===== src/rtl/bnn_conv_engine.sv =====
// bnn_conv_engine
// Binary 3x3 convolution engine. Once load_done is seen, it walks every filter
// over every valid (unpadded, stride-1) position of the binary image. For each
// position it emits one result beat on a valid/ready interface: the XNOR match
// count and its thresholded bit.
//
// Ports
//   clk, reset_n       clock, asynchronous active-low reset
//   pixels             IMG x IMG binary image, pixels[row][col]
//   weights            NF binary 3x3 kernels, weights[f][r][c]
//   load_done          image/weights loaded (sticky upstream)
//   out_valid/ready    result handshake
//   out_bit, out_pop   thresholded result and match count (0..9)
//   out_f/row/col      position of the current beat
//   busy, done         engine running / run complete
module bnn_conv_engine #(
    parameter int IMG    = 28,
    parameter int NF     = 8,
    parameter int THRESH = 5
) (
    input  logic                      clk,
    input  logic                      reset_n,
    input  logic [IMG-1:0][IMG-1:0]   pixels,
    input  logic [NF-1:0][2:0][2:0]   weights,
    input  logic                      load_done,
    output logic                      out_valid,
    input  logic                      out_ready,
    output logic                      out_bit,
    output logic [3:0]                out_pop,
    output logic [2:0]                out_f,
    output logic [4:0]                out_row,
    output logic [4:0]                out_col,
    output logic                      busy,
    output logic                      done
);
    localparam int         OUT    = IMG - 2;
    localparam int         IW     = $clog2(IMG);
    localparam logic [4:0] POS_LAST = 5'(OUT - 1);
    localparam logic [2:0] F_LAST   = 3'(NF - 1);

    typedef enum logic [1:0] {S_IDLE, S_RUN, S_DONE} state_t;

    state_t       state_q, state_d;
    logic [2:0]   f_q, f_d;
    logic [4:0]   i_q, i_d;
    logic [4:0]   j_q, j_d;
    logic         more_q, more_d;       // a position is still waiting to be loaded
    logic         vld_q, vld_d;
    logic         bit_q, bit_d;
    logic [3:0]   pop_q, pop_d;
    logic [2:0]   of_q, of_d;
    logic [4:0]   orow_q, orow_d;
    logic [4:0]   ocol_q, ocol_d;

    logic [8:0]   win;
    logic [8:0]   ker;
    logic [3:0]   win_pop;

    function automatic logic [3:0] match_count(input logic [8:0] w, input logic [8:0] k);
        logic [3:0] cnt;
        cnt = '0;
        for (int n = 0; n < 9; n++) begin
            cnt = cnt + {3'b000, ~(w[4'(n)] ^ k[4'(n)])};
        end
        return cnt;
    endfunction

    function automatic logic binarise(input logic [3:0] pop);
        return pop >= 4'(THRESH);
    endfunction

    // Window gather: the counters always point at the next position to load
    always_comb begin
        win = '0;
        ker = '0;
        for (int r = 0; r < 3; r++) begin
            for (int c = 0; c < 3; c++) begin
                win[4'(r*3 + c)] = pixels[IW'(int'(i_q) + r)][IW'(int'(j_q) + c)];
                ker[4'(r*3 + c)] = weights[f_q][2'(r)][2'(c)];
            end
        end
        win_pop = match_count(win, ker);
    end

    always_comb begin
        state_d = state_q;
        f_d     = f_q;
        i_d     = i_q;
        j_d     = j_q;
        more_d  = more_q;
        vld_d   = vld_q;
        bit_d   = bit_q;
        pop_d   = pop_q;
        of_d    = of_q;
        orow_d  = orow_q;
        ocol_d  = ocol_q;
        case (state_q)
            S_IDLE: begin
                if (load_done) state_d = S_RUN;
            end
            S_RUN: begin
                // Output register is free (empty or being drained) and work remains
                if (more_q && (!vld_q || out_ready)) begin
                    vld_d  = 1'b1;
                    pop_d  = win_pop;
                    bit_d  = binarise(win_pop);
                    of_d   = f_q;
                    orow_d = i_q;
                    ocol_d = j_q;
                    if (j_q == POS_LAST) begin
                        j_d = '0;
                        if (i_q == POS_LAST) begin
                            i_d = '0;
                            if (f_q == F_LAST) more_d = 1'b0;
                            else               f_d    = f_q + 3'd1;
                        end else begin
                            i_d = i_q + 5'd1;
                        end
                    end else begin
                        j_d = j_q + 5'd1;
                    end
                end else if (vld_q && out_ready) begin
                    // Only reachable with nothing left to load: this is the final beat
                    vld_d = 1'b0;
                    if (!more_q) state_d = S_DONE;
                end
            end
            S_DONE: ;
            default: state_d = S_IDLE;
        endcase
    end

    // Result register stage
    always_ff @(posedge clk or negedge reset_n) begin
        if (!reset_n) begin
            state_q <= S_IDLE;
            f_q     <= '0;
            i_q     <= '0;
            j_q     <= '0;
            more_q  <= 1'b1;
            vld_q   <= 1'b0;
            bit_q   <= 1'b0;
            pop_q   <= '0;
            of_q    <= '0;
            orow_q  <= '0;
            ocol_q  <= '0;
        end else begin
            state_q <= state_d;
            f_q     <= f_d;
            i_q     <= i_d;
            j_q     <= j_d;
            more_q  <= more_d;
            vld_q   <= vld_d;
            bit_q   <= bit_d;
            pop_q   <= pop_d;
            of_q    <= of_d;
            orow_q  <= orow_d;
            ocol_q  <= ocol_d;
        end
    end

    assign out_valid = vld_q;
    assign out_bit   = bit_q;
    assign out_pop   = pop_q;
    assign out_f     = of_q;
    assign out_row   = orow_q;
    assign out_col   = ocol_q;
    assign busy      = (state_q == S_RUN);
    assign done      = (state_q == S_DONE);
endmodule


===== config.mk =====
export PLATFORM = sky130hd
export DESIGN_NAME = bnn_conv_engine
export DESIGN_NICKNAME = d
export VERILOG_FILES = /design/src/rtl/bnn_conv_engine.sv
export SDC_FILE = /design/constraint.sdc
export NUM_CORES = 1
export LEC_CHECK = 0
export CAP_MARGIN = 0
export CORE_AREA = 2 2 341 343
export CTS_CLUSTER_SIZE = 14
export DETAILED_ROUTE_END_ITERATION = 6
export DIE_AREA = 0 0 343 345
export PLACE_DENSITY_LB_ADDON = 0.1
export SLEW_MARGIN = 20
export SYNTH_ARGS = -nofsm -noshare
export SYNTH_HDL_FRONTEND = slang
export SYNTH_SLANG_ARGS = --single-unit

===== constraint.sdc =====
create_clock -name clk -period 3.15 [get_ports clk]
set_input_delay 0.315 -clock clk [delete_from_list [all_inputs] [get_ports clk]]
set_output_delay 0.315 -clock clk [all_outputs]
set_load 0.02 [all_outputs]

==> reports/summary.json <==
{
  "outcome": "complete, no violations",
  "fp.dieW_um": 343,
  "place.gp.congestion": 0.536,
  "criticalPathCategory": "reg -> reg",
  "clock_tree.htree_level_count": 2,
  "cts_tree": "done",
  "grt_antenna_before_repair": 0,
  "first_global_vias": 1137,
  "report.final.setup_viol": 0,
  "final-hold-violation-count": 0,
  "setup_tns_ns": 0,
  "cts.hold.buffers_added": 0,
  "grt_max_degree": 31,
  "period_needed_ns": 1.96,
  "total_iterations_of_the_first_detailed_routing_run": 4,
  "drt.antenna.violating_nets": 0,
  "rsz0062_at_grt": "no",
  "pwr-share-comb_pct": 23.3,
  "min_path_type": "in -> async",
  "cp_slowest_stage_delay_ns": 0.43,
  "worstMarginPinSlew_ns": 0.669,
  "wire_per_inst_um": 3.57,
  "critPathSlowestCell": "dfrtp_1",
  "syn2layout_area_growth_pct": 154,
  "worst_rel_slew_slack_pct": 55.4,
  "report.final.slew_viol_count": 0,
  "post_layout_nonfiller_instances": 1689,
  "clkSlewWorstSetupHoldPaths_ns": 0.05,
  "power_per_cell_area_mw_per_mm2": 375,
  "grt_first_pass_wirelength_mm": 8.88,
  "finish.net_count": 1030,
  "power.switching_w": 0.000466,
  "seqPwrFrac_pct": 39.4,
  "drive_above_1_share_pct": 12.1,
  "clock.fmax_mhz": 509,
  "clock_tree.root_cell": "clkbuf_16",
  "drt_first_iter_violations": 23,
  "seq_area_um2": 752,
  "finalWirelength_mm": 6.04,
  "cts-resized-gates": 0,
  "syn_area_per_cell_um2": 10.3,
  "largest_fanout_on_the_critical_path": 10,
  "worst_ep_required_time_ns": 3.32,
  "detailedPlacementHpwl_mm": 4.61,
  "final_common_cell": "nand2_1",
  "power.share.switching_pct": 34.0,
  "pin_count": 881,
  "worst_skew_pair.late_latency_ns": 0.29,
  "post_synth_inst_count": 140,
  "most_heavily_used_metal_layer_in_global_routing": "met1",
  "remaining_overflow_grt": 0,
  "via_per_inst": 0.623,
  "globalRouteTotalUtil_pct": 1.11,
  "fillCellCount": 13800,
  "ctsLongestPathBuffers": 2,
  "crit_chain": "inv_1 > ha_1 > and4b_1 > nand3_4 > nor3_4 > mux2_4",
  "place.port_buffers": 19,
  "intPower_w": 0.000905,
  "power_frac_clock_pct": 37.2,
  "cap_viol_max_count": 0,
  "die_area_mm2": 0.118,
  "post_cts.repair.setup_buffers": 0,
  "finClkSkew_ns": 0.00419,
  "antenna-diode-count": 0,
  "yosys_register_bits": 30,
  "std_cell_rows": 125,
  "cts_made_buffers": 5,
  "met1_usage_pct": 1.56,
  "syn_area_mm2": 0.00144,
  "core_mm2": 0.115,
  "yosys_warnings": 0,
  "period_share_pct": 62.3,
  "grtUsageMet2_pct": 1.21,
  "most-common-layout-cells": "nand2_1 (40), dfrtp_1 (29), clkdlybuf4s50_1 (19), o21ai_0 (8), ha_1 (6)",
  "placedCellCount": 1681,
  "critPathBufInv": 1,
  "drc_errors": 0,
  "effective_utilization_at_floorplan_pct": 1.25,
  "post_synth_num_cell_types": 36,
  "vdd.ir_drop.worst_mv": 0.142,
  "grt.met3_usage_pct": 0.853,
  "routed-via-count": 1052,
  "clkSinkCount": 30,
  "post-layout-total-power_w": 0.00137,
  "die_height_um": 345,
  "critical_path.top_delay_family": "simple AND/OR/NAND/NOR gates",
  "crit_arrival_ns": 2.13,
  "leakage_nw": 0.859,
  "cp-end-kind": "flip-flop",
  "yosysSeqAreaShare_pct": 52.3,
  "multiInputGateArea_um2": 612,
  "critPathLaunchType": "flip-flop"
}
==> worst paths after layout <==
check	from	endpoint	slack, ns	depth (start not counted)
min reg2reg	out_col[4]	out_col[4]	0.47	2
max	j_q[1]	f_q[2]	1.19	6
max reg2reg	j_q[1]	f_q[2]	1.19	6
min in group clk	out_col[4]	out_col[4]	0.47	2
min	reset_n	state_q[0]	0.45	2
max in group asynchronous	reset_n	more_q	2.33	2
==> routing by layer <==
| layer | share of wire, % | vias to the layer above | wire length, um |
|---|---|---|---|
| met5 | 0 | - | 0 |
| met1 | 54 | 508 | 3280 |
| met2 | 33 | 27 | 1970 |
| met3 | 12 | 6 | 705 |
| li1 | - | 511 | - |
| met4 | 1.5 | 0 | 89 |
==> cell type report <==
| class | count | share of cell area, % |
|---|---|---|
| flip-flops and latches | 30 | 20.6 |
| inverters | 4 | 0.411 |
| repair buffers | 23 | 6.03 |
| well taps | 1524 | 52.2 |
| clock buffers | 7 | 3.90 |
| multi-input cells | 100 | 16.7 |
| clock inverters | 1 | 0.137 |
==> cell families after synthesis <==
family	share of synthesized area (%)
and+or+nand+nor	22.7
DFF	52.3
AOI/OAI and AO/OA	9.05
buffers and inverters	6.18
adders and majority gates	5.22
muxes	3.66
other	0.261
xor gates and xnor gates	0.609
==> per-stage QoR <==
stage	instance area, um2	setup slack (ns)	util [%]	hold slack, ns
after floorplan	1450	1.47	-	0.0194
after global placement	3510	0.829	3.05	0.483
after detailed placement	3510	0.862	3.05	0.470
after CTS	3650	1.12	3.17	0.485
after global routing	3650	1.00	3.17	0.494
final	3650	1.19	3.17	0.452
==> cell usage after synthesis <==
library cell,count,area [um2]
nand2_1,40,150
dfrtp_1,29,726
o21ai_0,8,40.0
ha_1,6,75.1
buf_4,5,37.5
inv_1,4,15.0
nor2_1,4,15.0
o31ai_1,4,30.0
and2_1,3,18.8
nand3_1,3,15.0
a21o_1,2,15.0
and4b_1,2,20.0
buf_2,2,10.0
buf_6,2,22.5
mux2_4,2,30.0
nand3b_1,2,15.0
nand4_1,2,12.5
nor3_1,2,10.0
a21o_2,1,8.76
a21oi_1,1,5.00
a31oi_1,1,6.26
and3b_4,1,12.5
clkbuf_1,1,3.75
conb_1,1,3.75
dfstp_2,1,26.3
mux2_1,1,11.3
mux2_2,1,11.3
nand3_4,1,17.5
nand4b_1,1,8.76
nor2b_1,1,6.26
nor3_4,1,16.3
o211a_1,1,10.0
o211ai_1,1,7.51
o21bai_1,1,7.51
or2b_2,1,8.76
xor2_1,1,8.76
==> power by group through the flow <==
stage	logic (W)	registers [W]	clock network, W
after floorplan	0.000162	0.000556	0
after global placement	0.000345	0.000556	0
after detailed placement	0.000340	0.000549	0
after CTS	0.000342	0.000543	0.000550
after global routing	0.000378	0.000557	0.000566
final	0.000320	0.000540	0.000511
==> sequential cells by signal, summed over array words and instances (netlist names) <==
register and count:
f_q 3, i_q 5, j_q 5, more_q 1, out_col 5, out_f 3
out_row 5, out_valid 1, state_q 2
Power figures use the tool's default switching activity.
